[src/rtl/rr_stage_arbiter.sv]
// Round-robin arbiter merging N_REQ valid/ready producers into one registered output stage,
// with multi-beat grant locking and flush. Define RR_ARB_PERF_EN to add a stall-cycle counter.
module rr_stage_arbiter #(
    parameter int unsigned  N_REQ = 4,
    parameter int unsigned  WIDTH = 32,
    localparam int unsigned SRC_W = $clog2(N_REQ)
) (
    input  logic                   clk,
    input  logic                   rst,
    input  logic                   flush,
    input  logic [N_REQ-1:0]       prv_valid,
    input  logic [N_REQ-1:0]       prv_lock,
    output logic [N_REQ-1:0]       prv_ready,
    input  logic [N_REQ*WIDTH-1:0] prv_data,
    output logic                   nxt_valid,
    input  logic                   nxt_ready,
    output logic [WIDTH-1:0]       nxt_data,
    output logic [SRC_W-1:0]       nxt_src,
    output logic                   locked
`ifdef RR_ARB_PERF_EN
    ,
    output logic [15:0]            perf_stall_cnt
`endif
);

    typedef enum logic [0:0] {StIdle, StLocked} state_e;

    state_e           state_q, state_d;
    logic [SRC_W-1:0] owner_q, owner_d;
    logic [SRC_W-1:0] ptr_q, ptr_d;
    logic             valid_q, valid_d;
    logic [WIDTH-1:0] data_q, data_d;
    logic [SRC_W-1:0] src_q, src_d;

    logic             accept;
    logic             win_found;
    logic [SRC_W-1:0] win_idx;
    logic [WIDTH-1:0] win_data;

    // Modulo-N_REQ add so non-power-of-two sizes wrap at N_REQ, not 2^SRC_W.
    function automatic logic [SRC_W-1:0] wrap_add(input logic [SRC_W-1:0] base,
                                                  input int unsigned off);
        int unsigned s;
        s = 32'(base) + off;
        if (s >= N_REQ) s = s - N_REQ;
        return SRC_W'(s);
    endfunction

    assign accept = !rst && !flush && (!valid_q || nxt_ready);

    always_comb begin
        win_found = 1'b0;
        win_idx   = '0;
        if (state_q == StLocked) begin
            win_found = prv_valid[owner_q];
            win_idx   = owner_q;
        end else begin
            for (int unsigned k = 0; k < N_REQ; k++) begin
                if (!win_found && prv_valid[wrap_add(ptr_q, k)]) begin
                    win_found = 1'b1;
                    win_idx   = wrap_add(ptr_q, k);
                end
            end
        end
    end

    assign win_data = prv_data[32'(win_idx)*WIDTH +: WIDTH];

    always_comb begin
        prv_ready = '0;
        if (accept && win_found) prv_ready[win_idx] = 1'b1;
    end

    always_comb begin
        state_d = state_q;
        owner_d = owner_q;
        ptr_d   = ptr_q;
        valid_d = valid_q;
        data_d  = data_q;
        src_d   = src_q;
        if (flush) begin
            valid_d = 1'b0;
            state_d = StIdle;
        end else if (accept) begin
            valid_d = win_found;
            if (win_found) begin
                data_d = win_data;
                src_d  = win_idx;
                if (prv_lock[win_idx]) begin
                    state_d = StLocked;
                    owner_d = win_idx;
                end else begin
                    state_d = StIdle;
                    ptr_d   = wrap_add(win_idx, 1);
                end
            end
        end
    end

    always_ff @(posedge clk) begin
        if (rst) begin
            state_q <= StIdle;
            owner_q <= '0;
            ptr_q   <= '0;
            valid_q <= 1'b0;
            data_q  <= '0;
            src_q   <= '0;
        end else begin
            state_q <= state_d;
            owner_q <= owner_d;
            ptr_q   <= ptr_d;
            valid_q <= valid_d;
            data_q  <= data_d;
            src_q   <= src_d;
        end
    end

    assign nxt_valid = valid_q;
    assign nxt_data  = data_q;
    assign nxt_src   = src_q;
    assign locked    = (state_q == StLocked);

`ifdef RR_ARB_PERF_EN
    logic [15:0] stall_cnt_q;

    // Saturating count of cycles where the held entry is blocked downstream.
    always_ff @(posedge clk) begin
        if (rst) begin
            stall_cnt_q <= '0;
        end else if (valid_q && !nxt_ready && stall_cnt_q != 16'hFFFF) begin
            stall_cnt_q <= stall_cnt_q + 16'd1;
        end
    end

    assign perf_stall_cnt = stall_cnt_q;
`endif

endmodule

[config.mk]
export PLATFORM = sky130hd
export DESIGN_NAME = rr_stage_arbiter
export DESIGN_NICKNAME = d
export VERILOG_FILES = /design/src/rtl/rr_stage_arbiter.sv
export SDC_FILE = /design/constraint.sdc
export NUM_CORES = 1
export LEC_CHECK = 0
export CAP_MARGIN = 25
export CORE_MARGIN = 10
export CORE_UTILIZATION = 40
export CTS_BUF_LIST = sky130_fd_sc_hd__clkbuf_4
export CTS_CLUSTER_SIZE = 30
export DETAILED_ROUTE_END_ITERATION = 12
export GPL_ROUTABILITY_DRIVEN = 0
export GPL_TIMING_DRIVEN = 0
export PLACE_DENSITY = 0.93
export SLEW_MARGIN = 30
export SYNTH_ARGS = -nofsm -noshare
export SYNTH_HDL_FRONTEND = slang
export SYNTH_SLANG_ARGS = --single-unit
[constraint.sdc]
create_clock -name clk -period 4.2 [get_ports clk]
set_clock_uncertainty 0.15 [all_clocks]
set_input_delay 1.05 -clock clk [delete_from_list [all_inputs] [get_ports clk]]
set_output_delay 1.05 -clock clk [all_outputs]
set_load 0.05 [all_outputs]
Yosys cells after proc, flatten, opt, wreduce, memory -nomap -nowiden
Cells that the tools add are included.

Add/sub/neg operators: 9. $lt $le $gt $ge: 12. Shift operators: 1. Muxes and demuxes: 38. Bitwise logic cells: 2. Reductions and logical operators: 19.

Operator list (count): 128-bit by 8-bit indexed part select with 32-bit output (1); 2-bit 2-to-1 mux (14); 2-bit by 3-bit less-than comparator with 1-bit output, second input constant (6); 1-bit 2-to-1 mux (16); 1-bit binary-select mux with 2-bit select (6); 3-bit >= comparator, second input constant (4); 2-bit by 1-bit subtractor with 2-bit output, second input constant (5); 4-bit AND reduction (2); 1-bit logical AND (7); 2-bit by 1-bit adder with 3-bit output, second input constant (2); 2-bit by 2-bit adder with 3-bit output, second input constant (2); 1-bit logical NOT (6); 4-bit 2-to-1 mux (1); 2-bit by 3-bit >= comparator with 1-bit output, second input constant (1); 3-bit AND reduction (1); 1-bit demux with 2-bit select (1); 2-bit by 1-bit >= comparator with 1-bit output, second input constant (1); 1-bit NOT (2); 2-bit AND reduction (1); 2-bit OR reduction (1); 1-bit logical OR (1).

Bits in registers: 40. Input bits: 140. Output and inout port bits: 40.

Depth between registers and ports, before layout
Gate-level depths: netlist (run 1).

Depth in word-level cells: 24. Depth in mapped cells: 11.

Worst setup path before layout (run 1)
OpenSTA, ideal clock, no wires.

Path type: input to output. Start point: input port prv_valid[0]. End point: output port prv_ready[0]. Arrival time: 2.700 ns. Required time: 3.000 ns. Slack: 0.300 ns. Stages on the path: 9. Cell sequence: buf_2 -> a21oi_1 -> o21a_1 -> o22ai_2 -> o21a_2 -> buf_2 -> buf_2 -> ha_1 -> and2_1.

Word-level cells in the longest chain between the ends: 21.

RTL lines: start: declaration (RTL line 11) `input logic [N_REQ-1:0] prv_valid,`; 1-bit binary-select mux with 2-bit select (RTL line 59) `if (!win_found && prv_valid[wrap_add(ptr_q, k)]) begin`; 1-bit 2-to-1 mux (not written as such) (RTL line 59); 1-bit 2-to-1 mux (RTL line 59); 1-bit 2-to-1 mux (RTL line 54) `if (state_q == StLocked) begin`; 1-bit logical NOT (RTL line 59); 1-bit logical AND (RTL line 59); 1-bit 2-to-1 mux (RTL line 59); 1-bit 2-to-1 mux (RTL line 54); (+5 left out); 1-bit logical AND (RTL line 59); 2-bit 2-to-1 mux (RTL line 59); 2-bit 2-to-1 mux (RTL line 54); 2-bit by 3-bit less-than comparator with 1-bit output (not written as such) / 2-bit by 1-bit >= comparator with 1-bit output (equally long branches) (RTL line 71) `if (accept && win_found) prv_ready[win_idx] = 1'b1;`; 1-bit logical AND (not written as such) (RTL line 71); 1-bit 2-to-1 mux (not written as such) (RTL line 71); 1-bit demux with 2-bit select (RTL line 71); 4-bit 2-to-1 mux * (RTL line 71); end: declaration (RTL line 13) `output logic [N_REQ-1:0] prv_ready,`.

Every way passes the cells marked *; elsewhere a longest branch is shown, timed or not. The select of a mux whose other input is x is not followed.

Worst setup path in the final report (run 1)
Start point: input port prv_valid[0]. End point: output port prv_ready[2].

Word-level cells in the longest chain between the ends: 21.

RTL lines: 1-bit binary-select mux with 2-bit select (RTL line 59); 1-bit 2-to-1 mux (not written as such) (RTL line 59); 1-bit 2-to-1 mux (RTL line 59); 1-bit 2-to-1 mux (RTL line 54); 1-bit logical NOT (RTL line 59); 1-bit logical AND (RTL line 59); 1-bit 2-to-1 mux (RTL line 59); 1-bit 2-to-1 mux (RTL line 54); (+6 left out); 2-bit 2-to-1 mux * (RTL line 59); 2-bit 2-to-1 mux * (RTL line 54); named net win_idx[0] (RTL line 37) `logic [SRC_W-1:0] win_idx;`; 2-bit by 3-bit less-than comparator with 1-bit output (not written as such) / 2-bit by 1-bit >= comparator with 1-bit output (equally long branches) (RTL line 71); 1-bit logical AND (not written as such) (RTL line 71); 1-bit 2-to-1 mux (not written as such) (RTL line 71); 1-bit demux with 2-bit select * (RTL line 71); 4-bit 2-to-1 mux * (RTL line 71).

The timed path passes the listed nets; every way through them passes the cells marked *. The select of a mux whose other input is x is not followed.

==> results.yml, run 1 <==
logic_synthesis:
  avgSynthCellArea_um2: 7.04
  synth_flop_cell: "dfxtp_1"
  syn-instance-count: 386
  synth_compound_area_frac: 0.312
  netlist_area_mm2: 0.00272
  yosys.area_share.xor_xnor: 0
  synth_mux_area_frac: 0.0272
  synth_top_family_by_area: "compound AO/OA/AOI/OAI gates"
  synthesis.nets: 530
  async_reset_ff_frac: 0
  synth-edff-count: 0
  seq_area_frac_synth: 0.295
  synth_fa_ha_area_frac: 0.0184
  yosys.area_share.simple: 0.270
  yosysWarnings: 0
  synth_seq_cells: 40
  synthDistinctLibCells: 49
clock_tree:
  ctsHoldBuffers: 0
  cts_made_buffers: 5
  tritoncts: "done"
  clockRootBuffer: "clkbuf_4"
  clock_sinks: 40
  cts.clk_slew.worst_paths_ns: 0.12
  clock_latency_ns: 0.34
  clock_path_buffers: 2
  htreeDepth: 2
critical_path:
  worstSetupPathType: "in -> out"
  worstPathRequired_ns: 3.00
  worstSetupStartpointType: "primary input"
  endpoint_kind: "primary output"
  worst-endpoint-arrival_ns: 2.84
  cp_max_fo: 7
power:
  leakagePower_nw: 2.17
  ir_drop_mv: 0.168
  power_density_mw_per_mm2: 305
die:
  core-area_mm2: 0.00646
  die_area_mm2: 0.0105
  die_w_um: 102
  io_pins: 180
  num_rows: 29
  initial_utilization: 0.421
  die_y_um: 102
route:
  drtPass1Iterations: 5
  vias: 3572
  wire_per_inst_um: 18.0
  drt-total-wl_um: 11800
  ant_nets: 0
  via_per_inst: 5.43
  drt_iter0_markers: 130
  drc: 0
finish:
  fin_area_mm2: 0.00479
  multi_input_area_mm2: 0.00171
  antennaDiodeCount: 0
  area_delta_synth_final_pct: 76.2
  finish.utilization: 0.742
  fill_cells: 498
  drive_gt1_frac: 0.115
  regArea_um2: 801
  stdcell_count: 658
  fin_nets: 724
job:
  maxCapViolCount: 0
timing:
  fin_crit_sh: 0.962
  maxSlewViolCount: 0
  rsz0062_at_grt: "no"
  final-hold-violation-count: 0
  finalSetupViolCount: 0
  fin_hold_ws_ns: 0.322
  min_period_ns: 4.04
  fmax_ghz: 0.247
  fin_ws_ns: 0.159
  worst_pin_slew_ns: 0.594
  relSlewSlack: 0.604
global_routing:
  grt_pass1_vias: 3576
  grt_pass1_wl_um: 17600
  grt.total_usage: 0.208
  antenna_found_initial: 0
  grt-ovfl-total: 0
  grt_max_degree: 21
worst_hold_path:
  min_path_type: "reg -> reg"
placed_design:
  place_area_mm2: 0.00458
  dp_cells: 639
  pre_cts_ws_ns: -1.01
  hpwl_um: 9200
  port_buffers: 176
run_status:
  outcome: "finished, final reports clean"
## cell usage in the layout, fill, tap and decap left out, types with 6 or more instances in the layout
master           Yosys  final
buf_2               18     13
nand2b_1             7      7
a211o_1             33     33
nand2_1            134    134
buf_6                5     13
dfxtp_1             40     40
nor2_1              13     13
clkbuf_1             6      6
clkdlybuf4s50_1      0    170
a21oi_1             71     70
buf_4                3     14
## critical path: stages
cell and delay [ns]:
dlygate4sd2_1 0.25, buf_6 0.14, buf_4 0.14, nand2_1 0.07, nor2_1 0.05, nor4_2 0.32
a21o_1 0.14, buf_6 0.12, inv_2 0.06, ha_1 0.18, and2_1 0.16, buf_6 0.15
## cell families after synthesis
| logic type | count (synthesis) |
|---|---|
| and+or+nand+nor | 173 |
| adders and majority gates | 4 |
| buffers and inverters | 38 |
| muxes | 6 |
| DFF | 40 |
| AOI/OAI and AO/OA | 125 |
## sequential cells by signal, indices dropped and copies added (netlist names)
name,count
nxt_data,32
locked,1
nxt_src,2
ptr_q,2
nxt_valid,1
owner_q,2
## what timing repair did
item,CTS,global route
resized for setup,39,4
endpoints found under the setup margin,4,4
hold endpoints to repair,0,0
pin swaps,1,2
buffers inserted,5,7
## worst paths after layout
| path | from | endpoint | slack (ns) | cells past startpoint |
|---|---|---|---|---|
| setup / recovery | prv_valid[0] | prv_ready[2] | 0.16 | 12 |
| hold / removal | nxt_data[0]$_SDFFE_PP0P_ | nxt_data[0]$_SDFFE_PP0P_ | 0.32 | 1 |
| setup reg to reg | ptr_q[0]$_SDFFE_PP0P_ | nxt_data[27]$_SDFFE_PP0P_ | 1.71 | 9 |
| hold reg to reg | nxt_data[0]$_SDFFE_PP0P_ | nxt_data[0]$_SDFFE_PP0P_ | 0.32 | 1 |
## final cells by class
class	count	area share
multi-input cells	308	0.358
inverters	6	0.00470
repair buffers	188	0.388
clock buffers	5	0.00783
plain buffers	31	0.0467
clock inverters	3	0.00783
well taps	77	0.0201
flip-flops and latches	40	0.167
## power by group
part | switching (mW) | internal [mW]
Combinational | 0.415 | 0.330
Sequential | 0.0309 | 0.430
Clock | 0.134 | 0.122
Total | 0.581 | 0.882
## through the flow
| step | power [mW] | setup TNS, ns |
|---|---|---|
| 2_1_floorplan | 0.878 | 0 |
| 3_3_place_gp | 1.17 | -3.52 |
| 3_5_place_dp | 1.18 | -3.79 |
| 4_1_cts | 1.45 | 0 |
| 5_1_grt | 1.53 | 0 |
| 6_report | 1.46 | 0 |
## synthesized netlist by cell type (all sizes together), types with 3 or more instances
library cell,instances,area share
nand2,136,0.19
a21oi,72,0.13
dfxtp,40,0.29
a211o,33,0.11
buf,26,0.062
nor2,15,0.023
nand2b,7,0.016
clkbuf,6,0.0083
inv,6,0.0083
and2,4,0.0092
ha,4,0.018
mux2i,4,0.015
nor4,3,0.012
## layer usage
layer  global-route usage  up-vias  part of all wire
li1                     -     1710                 -
met1                0.224     1648              0.37
met2                0.361      194              0.49
met3               0.0830       20              0.12
met4               0.0705        0             0.022
met5                    0        -                 0
Power figures use the tool's default switching activity.
==> run 2: changes to the inputs <==
--- a/config.mk
+++ b/config.mk
@@ -13,7 +13,7 @@
 export DETAILED_ROUTE_END_ITERATION = 12
 export GPL_ROUTABILITY_DRIVEN = 0
 export GPL_TIMING_DRIVEN = 0
-export PLACE_DENSITY = 0.93
+export PLACE_DENSITY = 0.95
 export SLEW_MARGIN = 30
 export SYNTH_ARGS = -nofsm -noshare
 export SYNTH_HDL_FRONTEND = slang
==> results.yml, run 2 (same netlist as run 1, synthesis figures left out) <==
run_status:
  outcome: "finished, final reports clean"
worst_hold_path:
  hp-start: "nxt_data[15]$_SDFFE_PP0P_"
  min_path_type: "reg -> reg"
  holdPathStages: 1
  min_to: "nxt_data[15]$_SDFFE_PP0P_"
critical_path:
  worstPathRequired_ns: 3.00
  regToRegEndpoint: "nxt_data[29]$_SDFFE_PP0P_"
  worst-endpoint-arrival_ns: 2.85
  rr_startpoint: "ptr_q[0]$_SDFFE_PP0P_"
  worstSetupPathType: "in -> out"
  endpoint_kind: "primary output"
  r2r_slack_ns: 1.83
  r2r_cells: 9
  worstSetupStartpointType: "primary input"
  cp_max_fo: 6
die:
  num_rows: 29
  die_w_um: 102
  die_area_mm2: 0.0105
  die_y_um: 102
  io_pins: 180
  core-area_mm2: 0.00646
  initial_utilization: 0.421
placed_design:
  hpwl_um: 9480
  pre_cts_ws_ns: -1.02
  port_buffers: 176
global_routing:
  grt_max_degree: 21
  antenna_found_initial: 0
  grt-ovfl-total: 0
  grt_pass1_vias: 3682
  grt_pass1_wl_um: 18400
  grt.total_usage: 0.220
route:
  ant_nets: 0
  via_per_inst: 5.39
  vias: 3515
  drt-total-wl_um: 12000
  drtPass1Iterations: 5
  wire_per_inst_um: 18.5
  drc: 0
  drt_iter0_markers: 105
finish:
  final_common_cell: "clkdlybuf4s50_1"
  fin_nets: 718
  finish.utilization: 0.734
  fill_cells: 530
  drive_gt1_frac: 0.108
  layout_common_cells: "clkdlybuf4s50_1, nand2_1, a21oi_1"
  antennaDiodeCount: 0
  largest_register_ffs: 32
  area_delta_synth_final_pct: 74.4
timing:
  fin_hold_ws_ns: 0.329
  maxSlewViolCount: 0
  worst_pin_slew_ns: 0.615
  setup_tns_ns: 0
  min_period_ns: 4.05
  finalSetupViolCount: 0
  rsz0062_at_grt: "no"
  fmax_ghz: 0.247
  final-hold-violation-count: 0
  relSlewSlack: 0.590
  fin_ws_ns: 0.149
  fin_crit_sh: 0.965
clock_tree:
  ctsHoldBuffers: 0
  htreeDepth: 2
  cts.clk_slew.worst_paths_ns: 0.12
  tritoncts: "done"
  clock_sinks: 40
  clock_path_buffers: 2
  clockRootBuffer: "clkbuf_4"
  cts_made_buffers: 5
  clock_latency_ns: 0.36
power:
  ir_drop_mv: 0.188
  leakagePower_nw: 2.15
  power_density_mw_per_mm2: 309
job:
  maxCapViolCount: 0
run 2: cell count changes in the layout (fill, tap and decap cells not counted), sizes merged:
| cell | before | now |
|---|---|---|
| buf | 41 | 35 |
| clkbuf | 11 | 12 |
| clkinv | 2 | 1 |
run 2: critical path, cell delays in order:
cell	delay [ns]
dlygate4sd2_1	0.26
buf_6	0.13
buf_4	0.14
nand2_1	0.06
nor2_1	0.04
nor4_2	0.34
a21o_1	0.16
buf_6	0.13
inv_2	0.06
ha_1	0.18
and2_1	0.14
buf_6	0.15
run 2: final cells by class:
| type | count | area (um^2) | area share |
|---|---|---|---|
| inverters | 6 | 22.5 | 0.00475 |
| clock buffers | 6 | 45.0 | 0.00950 |
| plain buffers | 31 | 219 | 0.0462 |
| multi-input cells | 308 | 1710 | 0.361 |
| well taps | 77 | 96.3 | 0.0203 |
| repair buffers | 182 | 1810 | 0.382 |
| flip-flops and latches | 40 | 801 | 0.169 |
| clock inverters | 2 | 35.0 | 0.00739 |
run 2: per-stage QoR:
stage / total power, mW / cells / area [um^2]
2_1_floorplan: 0.878 / 386 / 2720
3_3_place_gp: 1.17 / 639 / 4580
3_5_place_dp: 1.18 / 639 / 4580
4_1_cts: 1.46 / 650 / 4710
5_1_grt: 1.53 / 652 / 4740
6_report: 1.46 / 652 / 4740
run 2: where the power goes:
group          leakage [nW]  switching [mW]  total [mW]  internal [mW]
Sequential            0.329          0.0305       0.461          0.430
Combinational          1.77           0.411       0.732          0.320
Clock                0.0456           0.140       0.271          0.131
Total                  2.15           0.581        1.46          0.882
run 2: worst max path at each step:
stage,slack (ns),endpoint,start
final,0.15,prv_ready[2],prv_valid[0]
after CTS,0.03,prv_ready[3],prv_valid[1]
after floorplan,0.30,prv_ready[0],prv_valid[0]
after detailed placement,-1.02,prv_ready[1],prv_valid[0]
after global routing,0.08,prv_ready[2],prv_valid[0]
after global placement,-0.98,prv_ready[1],prv_valid[0]
run 2: routing by layer:
| metal | vias up | GRT usage | share of wire |
|---|---|---|---|
| met5 | - | 0 | 0 |
| met1 | 1606 | 0.224 | 0.36 |
| met2 | 185 | 0.393 | 0.50 |
| met3 | 24 | 0.0938 | 0.12 |
| li1 | 1700 | - | - |
| met4 | 0 | 0.0770 | 0.021 |
run 2: timing repair:
item                       in CTS  in global routing
gates resized for setup        38                  3
setup endpoints to repair       4                  4
setup buffers                   4                  2
pin swaps                       0                  1
==> run 3: changes to the inputs <==
--- a/config.mk
+++ b/config.mk
@@ -14,7 +14,6 @@
 export GPL_ROUTABILITY_DRIVEN = 0
 export GPL_TIMING_DRIVEN = 0
 export PLACE_DENSITY = 0.95
-export SLEW_MARGIN = 30
 export SYNTH_ARGS = -nofsm -noshare
 export SYNTH_HDL_FRONTEND = slang
 export SYNTH_SLANG_ARGS = --single-unit
==> results of run 3 <==
The final DEF is identical to that of run 2; final timing and power are the same.
